<file path="src/rtl/ecc24_pkg.sv">
// ecc24_pkg: shared constants, Hsiao column table, error-flag type and encoder for the 24-bit SEC-DED code
package ecc24_pkg;
    localparam int ECC24_DATA_W = 24;
    localparam int ECC24_PAR_W  = 6;
    // Odd-weight (Hsiao) columns: all twenty weight-3 codes then four weight-5 codes.
    // Any double error XORs two odd columns into an even, non-zero syndrome, so it can
    // never alias a data column or a single parity bit.
    localparam logic [ECC24_PAR_W-1:0] ECC24_COLS [ECC24_DATA_W] = '{
        6'h07, 6'h0B, 6'h0D, 6'h0E, 6'h13, 6'h15, 6'h16, 6'h19,
        6'h1A, 6'h1C, 6'h23, 6'h25, 6'h26, 6'h29, 6'h2A, 6'h2C,
        6'h31, 6'h32, 6'h34, 6'h38, 6'h1F, 6'h2F, 6'h37, 6'h3B
    };
    typedef struct packed {
        logic dbit;
        logic sbit;
    } ecc24_err_t;
    function automatic logic [ECC24_PAR_W-1:0] ecc24_enc(input logic [ECC24_DATA_W-1:0] d);
        logic [ECC24_PAR_W-1:0] p;
        p = '0;
        for (int i = 0; i < ECC24_DATA_W; i++)
            if (d[i]) p = p ^ ECC24_COLS[i];
        return p;
    endfunction
endpackage

</file>
<file path="src/rtl/ecc_24_dec.sv">
// ecc_24_dec: combinational SEC-DED decoder (syndrome, correction mask, flags)
//   data/parity : stored word and check bits
//   bypass      : pass data raw and suppress flags
//   corr        : corrected data
//   err         : {dbit,sbit} flags
module ecc_24_dec
    import ecc24_pkg::*;
(
    input  logic [ECC24_DATA_W-1:0] data,
    input  logic [ECC24_PAR_W-1:0]  parity,
    input  logic                    bypass,
    output logic [ECC24_DATA_W-1:0] corr,
    output ecc24_err_t              err
);
    logic [ECC24_PAR_W-1:0]  syn;
    logic [ECC24_DATA_W-1:0] mask;
    logic                    par_err;
    always_comb begin
        syn  = parity ^ ecc24_enc(data);
        mask = '0;
        for (int i = 0; i < ECC24_DATA_W; i++)
            mask[i] = (syn == ECC24_COLS[i]);
        // a lone set syndrome bit means the check bit itself flipped
        par_err  = $onehot(syn);
        err.sbit = !bypass && (|mask || par_err);
        err.dbit = !bypass && (syn != '0) && !(|mask) && !par_err;
        corr     = bypass ? data : data ^ mask;
    end
endmodule

</file>
<file path="src/rtl/ecc_24_rd_stage.sv">
// ecc_24_rd_stage: two-stage pipelined ECC read stage with valid/ready, error counters and irq
//   clk, rst                : clock, async active-high reset
//   in_valid/in_ready       : raw word handshake (in_addr, in_data, in_parity, bypass)
//   out_valid/out_ready     : corrected word handshake (out_data, out_addr, out_sbit_err, out_dbit_err)
//   sbit_cnt/dbit_cnt       : saturating error counters, cleared by cnt_clr
//   err_irq                 : one-cycle pulse per erroneous word entering S2
//   err_addr/err_type       : first-error log, present only when ECC24_ERR_LOG_EN is defined
module ecc_24_rd_stage
    import ecc24_pkg::*;
#(
    parameter int DATA_WIDTH   = 24,
    parameter int PARITY_WIDTH = 6,
    parameter int ADDR_WIDTH   = 8,
    parameter int CNT_WIDTH    = 16
) (
    input  logic                    clk,
    input  logic                    rst,
    input  logic                    in_valid,
    output logic                    in_ready,
    input  logic [ADDR_WIDTH-1:0]   in_addr,
    input  logic [DATA_WIDTH-1:0]   in_data,
    input  logic [PARITY_WIDTH-1:0] in_parity,
    input  logic                    bypass,
    output logic                    out_valid,
    input  logic                    out_ready,
    output logic [DATA_WIDTH-1:0]   out_data,
    output logic [ADDR_WIDTH-1:0]   out_addr,
    output logic                    out_sbit_err,
    output logic                    out_dbit_err,
    output logic [CNT_WIDTH-1:0]    sbit_cnt,
    output logic [CNT_WIDTH-1:0]    dbit_cnt,
    input  logic                    cnt_clr,
    output logic                    err_irq
`ifdef ECC24_ERR_LOG_EN
    ,
    output logic [ADDR_WIDTH-1:0]   err_addr,
    output logic [1:0]              err_type
`endif
);
    logic                    s1_valid;
    logic [ADDR_WIDTH-1:0]   s1_addr;
    logic [DATA_WIDTH-1:0]   s1_data;
    logic [PARITY_WIDTH-1:0] s1_parity;
    logic                    s1_bypass;
    logic [DATA_WIDTH-1:0]   dec_data;
    ecc24_err_t              dec_err;
    logic                    s2_load;
    logic                    s2_take;

    assign s2_load  = !out_valid || out_ready;
    assign in_ready = !s1_valid || s2_load;
    assign s2_take  = s1_valid && s2_load;

    ecc_24_dec u_dec (
        .data   (s1_data),
        .parity (s1_parity),
        .bypass (s1_bypass),
        .corr   (dec_data),
        .err    (dec_err)
    );

    always_ff @(posedge clk or posedge rst) begin
        if (rst) begin
            s1_valid  <= 1'b0;
            s1_addr   <= '0;
            s1_data   <= '0;
            s1_parity <= '0;
            s1_bypass <= 1'b0;
        end else if (in_ready) begin
            s1_valid <= in_valid;
            if (in_valid) begin
                s1_addr   <= in_addr;
                s1_data   <= in_data;
                s1_parity <= in_parity;
                s1_bypass <= bypass;
            end
        end
    end

    always_ff @(posedge clk or posedge rst) begin
        if (rst) begin
            out_valid    <= 1'b0;
            out_data     <= '0;
            out_addr     <= '0;
            out_sbit_err <= 1'b0;
            out_dbit_err <= 1'b0;
        end else if (s2_load) begin
            out_valid <= s1_valid;
            if (s1_valid) begin
                out_data     <= dec_data;
                out_addr     <= s1_addr;
                out_sbit_err <= dec_err.sbit;
                out_dbit_err <= dec_err.dbit;
            end
        end
    end

    // irq tracks the S2 load, not out_valid, so a stalled word pulses only once
    always_ff @(posedge clk or posedge rst) begin
        if (rst)
            err_irq <= 1'b0;
        else
            err_irq <= s2_take && (dec_err.sbit || dec_err.dbit);
    end

    always_ff @(posedge clk or posedge rst) begin
        if (rst) begin
            sbit_cnt <= '0;
            dbit_cnt <= '0;
        end else if (cnt_clr) begin
            sbit_cnt <= '0;
            dbit_cnt <= '0;
        end else begin
            if (s2_take && dec_err.sbit && !(&sbit_cnt)) sbit_cnt <= sbit_cnt + 1'b1;
            if (s2_take && dec_err.dbit && !(&dbit_cnt)) dbit_cnt <= dbit_cnt + 1'b1;
        end
    end

`ifdef ECC24_ERR_LOG_EN
    // err_type==0 marks an empty log; a held sbit entry may be upgraded to dbit once
    always_ff @(posedge clk or posedge rst) begin
        if (rst) begin
            err_addr <= '0;
            err_type <= 2'b00;
        end else if (cnt_clr) begin
            err_addr <= '0;
            err_type <= 2'b00;
        end else if (s2_take && (dec_err.sbit || dec_err.dbit) &&
                     (err_type == 2'b00 || (err_type == 2'b01 && dec_err.dbit))) begin
            err_addr <= s1_addr;
            err_type <= dec_err;
        end
    end
`endif
endmodule

</file>
<file path="config.mk">
export PLATFORM = sky130hd
export DESIGN_NAME = ecc_24_rd_stage
export DESIGN_NICKNAME = d
export VERILOG_FILES = /design/src/rtl/ecc24_pkg.sv /design/src/rtl/ecc_24_dec.sv /design/src/rtl/ecc_24_rd_stage.sv
export SDC_FILE = /design/constraint.sdc
export NUM_CORES = 1
export LEC_CHECK = 0
export CAP_MARGIN = 5
export CORE_UTILIZATION = 48
export DETAILED_ROUTE_END_ITERATION = 10
export GPL_TIMING_DRIVEN = 0
export HOLD_SLACK_MARGIN = 0.08
export PLACE_DENSITY = 0.77
export SLEW_MARGIN = 5
export SYNTH_ARGS = -nofsm -noshare
export SYNTH_HDL_FRONTEND = slang
export SYNTH_SLANG_ARGS = --single-unit
</file>
<file path="constraint.sdc">
create_clock -name clk -period 4.67 [get_ports clk]
set_clock_uncertainty 0.1 [all_clocks]
set_input_delay 1.401 -clock clk [delete_from_list [all_inputs] [get_ports clk]]
set_output_delay 1.401 -clock clk [all_outputs]
set_load 0.05 [all_outputs]
</file>
* Yosys cells after proc, flatten, opt, wreduce, memory -nomap -nowiden
Index checks and enable logic that the tools add are counted.
** Cells by class
- $add $sub $neg :: 7
- Eq/ne operators :: 25
- Multiplexer cells :: 29
- Bitwise operators :: 25
- Reduce and logical (&&, ||, !) cells :: 29
** Operators with widths (count)
- 6-bit equality test (second input constant) :: 13
- 6-bit 2-to-1 mux :: 13
- 16-bit 2-to-1 mux :: 4
- 3-bit NOT :: 16
- 6-bit by 5-bit equality test with 1-bit output (second input constant) :: 7
- 5-bit 2-to-1 mux :: 7
- 16-bit by 1-bit adder with 16-bit output (second input constant) :: 2
- 16-bit AND reduction :: 2
- 24-bit 2-to-1 mux :: 1
- 24-bit OR reduction :: 1
- 24-bit bitwise XOR :: 1
- 5-bit NOT :: 4
- 6-bit by 4-bit equality test with 1-bit output (second input constant) :: 3
- 4-bit 2-to-1 mux :: 3
- 1-bit logical AND :: 10
- 2-bit NOT with 3-bit output :: 3
- 1-bit logical NOT :: 7
- 1-bit by 1-bit adder with 2-bit output :: 3
- 3-bit adder :: 2
- 6-bit by 3-bit equality test with 1-bit output (second input constant) :: 1
- 6-bit nonzero test :: 1
- 6-bit bitwise XOR :: 1
- 1-bit logical OR :: 4
- 2-bit AND reduction :: 2
- other kinds (3) :: 4
** Word-level totals
- Bits in registers :: 108
- Input bits :: 44
- Word-level logic and storage cells :: 128

* Logic depth before layout (Yosys ltp)
- Depth after elaboration :: 58
- Depth in mapped cells :: 20
- Mapped depth without buffers :: 17

* Modules after synthesis
A second synthesis with hierarchy kept.
** Unflattened totals
- Cells, all modules :: 531
- Area, all modules :: 6070.8 um^2
** Modules (own cells, without submodules)
- ecc_24_rd_stage :: times used 1, cells each 377, area each 4717.0 um^2, seq. area each 2702.6 um^2
- ecc_24_dec :: times used 1, cells each 154, area each 1353.8 um^2, seq. area each 0.0 um^2

* Least setup slack after synthesis
Ideal clock, no wire load.
- Path kind :: register to register
- From :: register s1_data[23]
- To :: register dbit_cnt[5]
- Arrival :: 4422 ps
- Required time :: 4434 ps
- Path slack :: 12 ps
- Cell stages (with the launch flop) :: 19
- Clock period less this slack :: 4658 ps
- Path through :: dfrtp_1 -> xnor3_1 -> xnor2_2 -> xor3_2 -> inv_1 -> nor2_1 -> ha_1 -> nand2_1 -> nor3_1 -> nor3_1 -> ha_1 -> nand2b_1 -> a21oi_1 -> or4_4 -> or3_4 -> clkbuf_1 -> buf_2 -> o31ai_1 -> a21oi_1
** Between the ends
- Word-level cells in the longest chain between the ends :: 11
** Ends and longest elaborated chain
- from (decl) :: RTL line ecc_24_rd_stage.sv:42 : logic [DATA_WIDTH-1:0] s1_data;
- from (signal assigned) :: RTL line ecc_24_rd_stage.sv:73 : s1_data <= in_data;
- 6-bit 2-to-1 mux * :: RTL line ecc24_pkg.sv:21 : if (d[i]) p = p ^ ECC24_COLS[i];
- 6-bit bitwise XOR * :: RTL line ecc_24_dec.sv:19 : syn = parity ^ ecc24_enc(data);
- 1-bit by 1-bit adder with 2-bit output (implied by the code) :: RTL line ecc_24_dec.sv:24 : par_err = $onehot(syn);
- 3-bit adder (implied by the code) (2 in a row) :: RTL line ecc_24_dec.sv:24
- 3-bit by 1-bit equality test with 1-bit output :: RTL line ecc_24_dec.sv:24
- 1-bit logical NOT :: RTL line ecc_24_dec.sv:26 : err.dbit = !bypass && (syn != '0) && !(|mask) && !par_err;
- 1-bit logical AND * :: RTL line ecc_24_dec.sv:26
- 1-bit logical AND * (2 in a row) :: RTL line ecc_24_rd_stage.sv:115 : if (s2_take && dec_err.dbit && !(&dbit_cnt)) dbit_cnt <= dbit_cnt + 1'b1;
- 2-bit nonzero test (no source line) *
- to (signal assigned) :: RTL line ecc_24_rd_stage.sv:115
- to (decl) :: RTL line ecc_24_rd_stage.sv:31 : output logic [CNT_WIDTH-1:0] dbit_cnt,
Mark *: on every way between the ends. The rest lies on a longest branch, timed or not.
A chain may end at the register's enable or synchronous reset.

* Worst setup path in the final report
- From :: register s1_data[8]
- To :: register dbit_cnt[4]
** Between the ends
- Word-level cells in the longest chain between the ends :: 34
** Ends and longest elaborated chain (RTL line)
- 5-bit 2-to-1 mux * (2 in a row) :: ecc24_pkg.sv:21
- 2-bit NOT with 3-bit output (no source line) or 5-bit 2-to-1 mux (tied branches)
- 6-bit 2-to-1 mux * (2 in a row) :: ecc24_pkg.sv:21
- 3-bit NOT (no source line) or 6-bit 2-to-1 mux (tied branches)
- 6-bit 2-to-1 mux * (2 in a row) :: ecc24_pkg.sv:21
- 3-bit NOT (no source line)
- 6-bit 2-to-1 mux * (3 in a row) :: ecc24_pkg.sv:21
- 3-bit NOT (no source line) or 6-bit 2-to-1 mux (tied branches)
- [... 11 more ...]
- 6-bit bitwise XOR * :: ecc_24_dec.sv:19
- 1-bit by 1-bit adder with 2-bit output (implied by the code) :: ecc_24_dec.sv:24
- 3-bit adder (implied by the code) (2 in a row) :: ecc_24_dec.sv:24
- 3-bit by 1-bit equality test with 1-bit output :: ecc_24_dec.sv:24
- 1-bit logical NOT :: ecc_24_dec.sv:26
- 1-bit logical AND * :: ecc_24_dec.sv:26
- 1-bit logical AND * (2 in a row) :: ecc_24_rd_stage.sv:115
- 2-bit nonzero test (no source line) *
Marked as above.

==> run metrics <==
Die Width 114 um; Via Count 5036; DRC Markers 0; EDFF count, synth 0; worst hold-check path type register to register; Starting Density 0.495; Finished Cell Area 0.00834 sq mm; crit share post-route 1.00; vias in the first global route 4849; Worst-path clk slew 80 ps; first-pass GRT wire length 24.4 mm; Site Rows 40; Syn Area/Cell 10.6 sq um; dpl hpwl 11.3 mm; CTS Buf Count 9; I/O Pins 113; Hold Buf Count CTS 0; hold depth 2; final net count 768; crit path capture type register; CTS tree built; worst flop-to-flop path startpoint s1_data[8]; Syn. warnings 0; worst-path fanout max 5; top area cells in the synthesized netlist dfrtp_1, mux2_2, xnor2_1; Mapped Cells 564; Final GP Congestion 0.905; First-pass DRT Iterations 5; Async SR Flop Fraction 1.00; initial antenna violation count 0; most common cell in the netlist dfrtp_1; vias per cell 5.67; antenna-violating nets left 0; max_cap viols 0; CTS Sinks 108; critical path arrival 4860 ps; Syn Nets 617; fraction of layout cells with a size suffix above 1 0.247; post-synthesis register bit count 108; FF-to-FF path depth 14; worst r2r dst dbit_cnt[4]; violated checks setup timing; register area share after synthesis 0.451; core area 0.0121 sq mm; hold path endpoint out_data[8]; status finished, violations left; Slew @ Worst Pin 884 ps; routed wire length 16.1 mm; Root Buffer clkbuf_16; post-synth top area share 0.451; diode count 0; Max-slew headroom 0.411; largest net degree at the start of global routing 61; Die Span Y 114 um; synthesis-to-layout area growth 39.2%; Most used DFF post-synth dfrtp_1; Startpoint Class register; clk buf depth 2; crit path launch s1_data[8]; Hold Vio Cnt, Final 0; top cells by count, synth dfrtp_1, nand2_1, mux2_2, xnor2_1; Worst Hold Launch out_data[8]; Cell Area, Synth 0.00599 sq mm; Slew Limit Fails 0; H-tree depth 3; R2R Setup Slk -4 ps; Unique masters post-synth 49; CP required 4850 ps; worst setup margin -3.70 ps; min Tclk post-route 4670 ps; FMAX 0.214 GHz; GRT overflow 0; Initial DRC Count 473; # setup viols final 1; critical path type register to register; total die area 0.0129 sq mm; Cell Area, Placed 0.00734 sq mm; gr usage total 0.247; Synth area leader dfrtp_1; later-pin clock latency in the skew report 360 ps; Routed WL per cell 18.1 um; RSZ-0062 raised after global routing yes; Port-buffer cells 111
area by class of cell:
type | count | area (sq um)
inverters | 7 | 31.3
clock inverters | 7 | 115
repair buffers | 142 | 1370
fillers | 941 | 3770
flip-flops and latches | 108 | 2710
plain buffers | 26 | 131
multi-input cells | 421 | 3550
well taps | 168 | 210
clock buffers | 9 | 225
registers in the layout, indices dropped and copies added (netlist names):
register / flops
s1_valid: 1
sbit_cnt: 16
out_valid: 1
dbit_cnt: 16
out_dbit_err: 1
out_addr: 8
s1_parity: 6
out_sbit_err: 1
out_data: 24
err_irq: 1
s1_data: 24
s1_bypass: 1
s1_addr: 8
worst max path at each step:
stage	end	slack, ps
2_1_floorplan	dbit_cnt[5]	10
3_3_place_gp	s1_data[4]	-1090
3_5_place_dp	sbit_cnt[1]	-790
4_1_cts	dbit_cnt[11]	2
5_1_grt	dbit_cnt[4]	-190
6_report	dbit_cnt[4]	-4
critical path, stage by stage, from the launching register on:
cell	delay (ps)
dfrtp_1	480
xnor2_1	460
xnor2_4	200
xor3_2	430
buf_6	150
xnor3_2	250
fa_2	370
ha_1	290
nand2b_4	110
a21oi_2	30
or4_4	560
or3_4	450
buf_6	150
or4_4	410
a21oi_2	140
routing by layer:
layer  up-vias  track usage  wire [um]
met2       197        0.418       8160
met5         -            0          0
li1       2327            -          -
met3        28       0.0393        856
met1      2484        0.313       6690
met4         0        0.109        365
stage by stage:
step	setup TNS (ps)	std cells	worst slack (ps)	hold WS [ps]	util
global placement	-133560	843	-1090	360	0.604
floorplan	0	564	11.6	357	-
global route	-2970	888	-188	412	0.689
detailed placement	-18980	844	-789	370	0.606
finish	-3.70	888	-3.70	379	0.689
CTS	0	870	1.65	387	0.648
repair_timing:
item | CTS | global route
buffers inserted | 10 | 18
setup endpoints to repair | 33 | 29
cloned | 0 | 2
pin swaps | 6 | 43
resized for setup | 26 | 71
layout by cell type, fill, tap and decap left out, types with 15 or more instances in the layout:
master           instances
buf_4                   27
nor2_1                  18
nand3_1                 31
clkbuf_1                19
o31ai_1                 17
nand2_1                 53
xnor2_2                 15
xor2_1                  25
mux2_2                  47
a21oi_1                 19
xnor2_1                 27
dfrtp_1                101
o21ai_0                 30
clkdlybuf4s50_1        111
kinds of logic (layout without fill, tap and decap cells):
group | count (synthesis) | in the layout | share of synthesized area
adder cells (fa/ha/maj) | 9 | 9 | 0.0200
AND/OR/NAND/NOR | 182 | 182 | 0.161
AO/OA/AOI/OAI | 94 | 94 | 0.0933
XOR/XNOR | 83 | 83 | 0.151
flip-flops | 108 | 108 | 0.451
buffers and inverters | 35 | 191 | 0.0246
multiplexers | 53 | 53 | 0.0985
Power is left out: the tool's default activity adds up to more than one toggle a clock period on the data nets, which glitch-free logic cannot reach.
